--- config.mk ---
export PLATFORM = sky130hd
export DESIGN_NAME = prog_rom_arbiter
export DESIGN_NICKNAME = d
export VERILOG_FILES = /design/src/rtl/prog_rom_pkg.sv /design/src/rtl/prog_rom_arbiter_decode.sv /design/src/rtl/prog_rom_arbiter.sv
export SDC_FILE = /design/constraint.sdc
export NUM_CORES = 1
export LEC_CHECK = 0
export CAP_MARGIN = 40
export CORE_MARGIN = 2
export CORE_UTILIZATION = 25
export DETAILED_ROUTE_END_ITERATION = 10
export GPL_ROUTABILITY_DRIVEN = 0
export HOLD_SLACK_MARGIN = 0.05
export PLACE_DENSITY_LB_ADDON = 0.1
export SLEW_MARGIN = 20
export SYNTH_ARGS = -nofsm -noshare
export SYNTH_HDL_FRONTEND = slang
export SYNTH_SLANG_ARGS = --single-unit
--- constraint.sdc ---
create_clock -name clk -period 1.4 [get_ports clk]
set_clock_uncertainty 0.15 [all_clocks]
set_input_delay 0.28 -clock clk [delete_from_list [all_inputs] [get_ports clk]]
set_output_delay 0.28 -clock clk [all_outputs]
set_load 0.03 [all_outputs]
--- src/rtl/prog_rom_pkg.sv ---
// Shared constants for the program ROM arbiter: image indices, image size and FSM states.
package prog_rom_pkg;

  localparam logic [2:0] IMG_1F = 3'd0;
  localparam logic [2:0] IMG_1H = 3'd1;
  localparam logic [2:0] IMG_1K = 3'd2;
  localparam logic [2:0] IMG_1L = 3'd3;
  localparam logic [2:0] IMG_1N = 3'd4;

  localparam int unsigned IMG_BYTES = 8192;

  typedef enum logic [1:0] {
    IDLE,
    RD,
    WR
  } state_t;

endpackage

--- src/rtl/prog_rom_arbiter_decode.sv ---
// Maps the CPU image-group selects and bank select to a ROM image index.
module rom_select_decode
  import prog_rom_pkg::*;
(
  input  logic       ROM0n,
  input  logic       ROM1n,
  input  logic       BANK0n,
  output logic [2:0] idx
);

  // ROM1n outranks ROM0n; with neither asserted the 1N image is selected.
  always_comb begin
    if (!ROM1n) begin
      idx = BANK0n ? IMG_1F : IMG_1L;
    end else if (!ROM0n) begin
      idx = BANK0n ? IMG_1H : IMG_1K;
    end else begin
      idx = IMG_1N;
    end
  end

endmodule

--- src/rtl/prog_rom_arbiter.sv ---
// Arbitrates the single-port program RAM between 6502 fetches and HPS ioctl downloads.
// Valid/ready: cpu_req and ioctl_wr are one-cycle strobes; ioctl_wait high means the next ioctl_wr is dropped.
module prog_rom_arbiter
  import prog_rom_pkg::*;
#(
  parameter int IMG_AW = 13,
  parameter int N_IMG  = 5,
  parameter int RAM_AW = 16
) (
  input  logic              clk,
  input  logic              reset,
  input  logic              cpu_req,
  input  logic [IMG_AW-1:0] address,
  input  logic              ROM0n,
  input  logic              ROM1n,
  input  logic              ROM2n,
  input  logic              BANK0n,
  output logic [7:0]        cpu_data,
  output logic              cpu_valid,
  input  logic              ioctl_download,
  input  logic              ioctl_wr,
  input  logic [15:0]       ioctl_addr,
  input  logic [7:0]        ioctl_dout,
  output logic              ioctl_wait,
  output logic              cpu_hold,
  output logic [RAM_AW-1:0] ram_addr,
  output logic              ram_we,
  output logic [7:0]        ram_din,
  input  logic [7:0]        ram_dout
);

  localparam int unsigned RAM_BYTES = N_IMG * IMG_BYTES;

  state_t              state;
  state_t              state_nxt;
  logic                grant;
  logic [2:0]          cur_idx;
  logic [RAM_AW-1:0]   cpu_lin;
  logic                pend;
  logic [RAM_AW-1:0]   pend_addr;
  logic                hold_full;
  logic [15:0]         hold_addr;
  logic [7:0]          hold_data;
  logic                in_range;
  logic                overrun;
  logic                dl_q;
  logic                rel_armed;
  logic                rom2_unused;

  // ROM2n selects no image in this memory map.
  assign rom2_unused = ROM2n;

  rom_select_decode u_decode (
    .ROM0n  (ROM0n),
    .ROM1n  (ROM1n),
    .BANK0n (BANK0n),
    .idx    (cur_idx)
  );

  assign cpu_lin    = RAM_AW'({cur_idx, address});
  assign in_range   = ({16'd0, hold_addr} < RAM_BYTES);
  assign ioctl_wait = hold_full;

  always_ff @(posedge clk) begin
    if (reset) begin
      state <= IDLE;
    end else begin
      state <= state_nxt;
    end
  end

  // A CPU read wins over a queued download byte; reads are never granted while the CPU is held.
  always_comb begin
    state_nxt = state;
    grant     = 1'b0;
    case (state)
      IDLE: begin
        if ((cpu_req || pend) && !cpu_hold) begin
          grant     = 1'b1;
          state_nxt = RD;
        end else if (hold_full) begin
          state_nxt = WR;
        end
      end
      RD:      state_nxt = IDLE;
      WR:      state_nxt = IDLE;
      default: state_nxt = IDLE;
    endcase
  end

  // RAM port is combinational from the registered state so a WR cycle under reset still commits.
  always_comb begin
    ram_addr = '0;
    ram_we   = 1'b0;
    ram_din  = '0;
    if (grant) begin
      ram_addr = pend ? pend_addr : cpu_lin;
    end else if (state == WR) begin
      ram_addr = RAM_AW'(hold_addr);
      ram_we   = in_range;
      ram_din  = hold_data;
    end
  end

  always_ff @(posedge clk) begin
    if (reset) begin
      pend      <= 1'b0;
      pend_addr <= '0;
    end else if (grant) begin
      pend <= 1'b0;
    end else if (cpu_req && state != IDLE) begin
      pend      <= 1'b1;
      pend_addr <= cpu_lin;
    end
  end

  always_ff @(posedge clk) begin
    if (reset) begin
      cpu_data  <= '0;
      cpu_valid <= 1'b0;
    end else begin
      cpu_valid <= (state == RD);
      if (state == RD) begin
        cpu_data <= ram_dout;
      end
    end
  end

  always_ff @(posedge clk) begin
    if (reset) begin
      hold_full <= 1'b0;
      hold_addr <= '0;
      hold_data <= '0;
      overrun   <= 1'b0;
    end else begin
      if (state == WR) begin
        hold_full <= 1'b0;
      end
      if (ioctl_wr) begin
        if (!hold_full) begin
          hold_full <= 1'b1;
          hold_addr <= ioctl_addr;
          hold_data <= ioctl_dout;
        end else begin
          overrun <= 1'b1;
        end
      end
    end
  end

  // Release needs two consecutive quiet cycles so the final download byte has reached the RAM.
  always_ff @(posedge clk) begin
    if (reset) begin
      cpu_hold  <= 1'b1;
      rel_armed <= 1'b0;
      dl_q      <= 1'b0;
    end else begin
      dl_q <= ioctl_download;
      if (ioctl_download && !dl_q) begin
        cpu_hold  <= 1'b1;
        rel_armed <= 1'b0;
      end else if (ioctl_download || hold_full) begin
        rel_armed <= 1'b0;
      end else if (cpu_hold) begin
        if (rel_armed) begin
          cpu_hold <= 1'b0;
        end else begin
          rel_armed <= 1'b1;
        end
      end
    end
  end

endmodule
### Word-level counts from Yosys, hierarchy flattened

Index checks and enable logic that the tools add are counted.

* magnitude comparators: 1
* equal/unequal tests: 2
* muxes and demuxes: 20
* bitwise gates (word level): 3
* reduce and logical (&&, ||, !) cells: 17

Operators by type and width (count)
* 16-bit 2-to-1 mux: 3
* 16-bit less-than comparator (second input constant): 1
* 8-bit 2-to-1 mux: 2
* 1-bit 2-to-1 mux: 11
* 3-bit 2-to-1 mux: 2
* 2-bit OR reduction: 3
* 3-bit OR reduction: 2
* 2-bit 2-to-1 mux: 2
* 2-bit AND reduction: 2
* 2-bit nonzero test: 2
* 1-bit logical AND: 3
* 1-bit NOT: 3
* 2-bit by 1-bit == test with 1-bit output (second input constant): 1
* 2-bit == test (second input constant): 1
* 1-bit logical NOT: 2
* 2-bit logical NOT: 1
* 1-bit logical OR: 2

* bits in registers: 56
* input port bits: 54
* output and inout bits: 36
* logic and storage cells: 55

### Depth between registers and ports, before layout

* depth in word-level cells: 6
* mapped depth: 5
* mapped depth without buffers: 3

### Cells and area by module

From an unflattened synthesis, not the netlist that was laid out.

* cell total of the unflattened synthesis: 309
* area, all modules: 2414.8 um2

By module, submodules not included
* prog_rom_arbiter: instances 1, cells each 305, area each 2387.3 um2, sequential area each 1121.1 um2
* rom_select_decode: instances 1, cells each 4, area each 27.5 um2, sequential area each 0.0 um2

### Worst setup path before layout

No wires, ideal clock.

* path type: register -> output
* start: register cpu_hold
* end: output port ram_addr[0]
* arrival: 1.769 ns
* slack: -0.799 ns
* cell stages (with the launch flop): 5
* path buffers: 1
* cell sequence: dfxtp_1 o21bai_1 or3_1 buf_6 o21ai_0

* word-level cells in the longest chain between the ends: 5

Ends and longest elaborated chain
* from (decl): RTL line prog_rom_arbiter.sv:25 `output logic cpu_hold,`
* from (signal assigned): RTL line prog_rom_arbiter.sv:154 `cpu_hold <= 1'b1;`
* from (signal assigned): RTL line prog_rom_arbiter.sv:160 `cpu_hold <= 1'b1;`
* from (signal assigned): RTL line prog_rom_arbiter.sv:166 `cpu_hold <= 1'b0;`
* 1-bit logical NOT: RTL line prog_rom_arbiter.sv:78 `if ((cpu_req || pend) && !cpu_hold) begin`
* 1-bit logical AND: RTL line prog_rom_arbiter.sv:78
* 1-bit 2-to-1 mux: RTL line prog_rom_arbiter.sv:78
* 1-bit 2-to-1 mux: RTL line prog_rom_arbiter.sv:76 `case (state)`
* 16-bit 2-to-1 mux: RTL line prog_rom_arbiter.sv:96 `if (grant) begin`
* to (decl): RTL line prog_rom_arbiter.sv:26 `output logic [RAM_AW-1:0] ram_addr,`

No other way between the ends.

### Worst setup path in the final report

* start: register cpu_hold
* end: output port ram_addr[8]

Same word-level chain as after synthesis.

==> out/qor.yml <==
status:
  outcome: "finished with violations"
  violations: "setup timing"
placed_design:
  preCtsSetupSlack_ns: -0.793
  port_buffers: 88
  dp_hpwl_um: 4990
  place_inst: 529
yosys:
  ys_ff_latch: 56
  ys_warn_count: 0
  postSynthCellCount: 311
  syn_area_per_cell_um2: 7.81
  synth_edf_count: 0
  synth-async-reset-ratio: 0
  yosys.area.top_type_share: 0.462
  synth_area_leaders: "dfxtp_1, nand2_1, a21oi_1"
  synth_common_cells: "nand2_1, dfxtp_1, a21oi_1, mux2i_1, buf_2"
  synth_most_common_cell: "nand2_1"
  syn-num-nets: 365
  ys_seq_area_frac: 0.462
  synth_top_cell_by_area: "dfxtp_1"
  synthFlopType: "dfxtp_1"
  synth_cell_types: 27
  netlist_area_um2: 2430
sta:
  relSlewSlack: 0.762
  worst_slew_pin_slew_ns: 0.347
  hold_slack_ns: 0.187
  min_period_ns: 2.11
  post-route-period-util: 1.50
  max_clock_freq_mhz: 475
  rsz0062_at_grt: "yes"
  setup_ws_ns: -0.705
  report.final.slew_viol_count: 0
  hold_violations: 0
  setup_violations: 30
floorplanning:
  die_h_um: 103
  start_util: 0.260
  dieArea_um2: 10500
  fp.dieW_um: 103
  pin_count: 90
  rows: 35
  core_area_um2: 9330
critical_path:
  end_kind: "output pin"
  worst-path-max-fanout: 6
  arrival_ns: 1.68
  worst_setup_path_start_kind: "register"
  critPathRequiredTime_ns: 0.97
  worst-setup-path-type: "reg -> out"
drt:
  drtAntennaViolNets: 0
  drt_wl_total_um: 7620
  vias_per_cell: 4.39
  wire_per_inst_um: 13.9
  drc: 0
  drt_iter0_markers: 59
  first_pass_iters: 4
  vias: 2415
cells_and_area:
  utilization: 0.450
  fin_cells: 550
  nets: 474
  antenna_cells: 0
  drive_gt1_frac: 0.328
  area_growth_pct: 72.8
cts:
  clock_latency_ns: 0.31
  root_buffer: "clkbuf_8"
  path_clk_slew_ns: 0.10
  cts_buffers: 5
  clockBufferDepth: 2
  clkSinkCount: 56
  htree_num_levels: 2
  cts_tree: "built"
power_and_ir_drop:
  p_total_uw: 3480
  ir_drop_mv: 0.480
  p_leak_uw: 0.00159
  powerDensity_nw_per_um2: 829
global_route:
  grt-ovfl-total: 0
  grt_pass1_wl_um: 10900
  grt_max_degree: 24
  antenna_found_initial: 0
  grt_usage: 0.135
  first_global_vias: 2174
hold_path:
  hp-class: "in -> reg"
run:
  drv_cap: 0
==> routing by layer <==
metal | GRT usage | wire, um | vias up
met5 | 0 | 0 | -
met1 | 0.175 | 3560 | 1115
met3 | 0.0366 | 382 | 5
met2 | 0.223 | 3620 | 52
met4 | 0.0369 | 62 | 0
li1 | - | - | 1243
==> per-stage QoR <==
step / setup TNS [ns] / area (um^2)
2_1_floorplan: -6.13 / 2550
3_3_place_gp: -20.42 / 3650
3_5_place_dp: -20.41 / 3650
4_1_cts: -15.85 / 3920
5_1_grt: -17.41 / 4200
6_report: -15.48 / 4200
==> cell usage in the layout (no fill, tap or decap), drive strengths merged <==
cell type,count
a21oi,52
nor2,6
nor4,1
clkinv,1
nand3,1
nand2b,4
and2,9
o21ai,18
dlygate4sd2,1
and3b,2
nor3,2
nand2,109
dfxtp,56
or3,1
o21bai,2
buf,71
and2b,1
clkdlybuf4s50,50
clkbuf,10
o21a,1
nor3b,1
nor2b,3
mux2i,14
o31ai,2
inv,1
bufinv,1
and4b,1
==> path summary, 6_finish.rpt <==
check	cells after the start	to	start	slack, ns
max	5	ram_addr[8]	cpu_hold$_SDFFE_PP1N_	-0.71
min	2	cpu_data[3]$_SDFFE_PP0P_	reset	0.19
min reg2reg	2	pend_addr[6]$_SDFFE_PP0P_	pend_addr[6]$_SDFFE_PP0P_	0.31
max reg2reg	7	ioctl_wait$_SDFF_PP0_	state[1]$_SDFFE_PP0P_	-0.03
==> worst max-delay path, stage by stage, from the launching register on <==
cell and delay [ns]:
dfxtp_4 0.35, o21bai_4 0.16, or3_4 0.38, clkbuf_16 0.19
o21ai_4 0.14, buf_12 0.13
==> repair_timing <==
action	4_1_cts	5_1_grt
setup buffers	2	7
pin swaps	0	26
endpoints found under the setup margin	27	40
hold buffers	0	0
gates cloned	1	4
gates resized for setup	33	43
==> cell families after synthesis <==
group / Yosys count / share of synthesized area
buf+inv: 25 / 0.0577
flops: 56 / 0.462
simple gates: 141 / 0.248
mux: 14 / 0.0577
compound gates: 75 / 0.175
==> power by group <==
part	internal (uW)	total [uW]	switching (uW)
Clock	532	1060	524
Combinational	392	721	330
Sequential	1660	1700	43.3
Total	2580	3480	897
==> state kept, by name (all words and copies together), names as in the netlist <==
register    cells
hold_addr      16
pend_addr      16
cpu_data        8
hold_data       8
state           2
cpu_hold        1
cpu_valid       1
dl_q            1
ioctl_wait      1
pend            1
rel_armed       1
==> layout make-up <==
class,count,area (um^2)
Fill cell,943,5130
Tap cell,129,161
Timing Repair Buffer,126,1380
Sequential cell,56,1130
Inverter,1,3.75
Clock inverter,2,35.0
Multi-Input combinational cell,230,1410
Clock buffer,6,72.6
No activity file was read; power rests on OpenSTA's default activity.
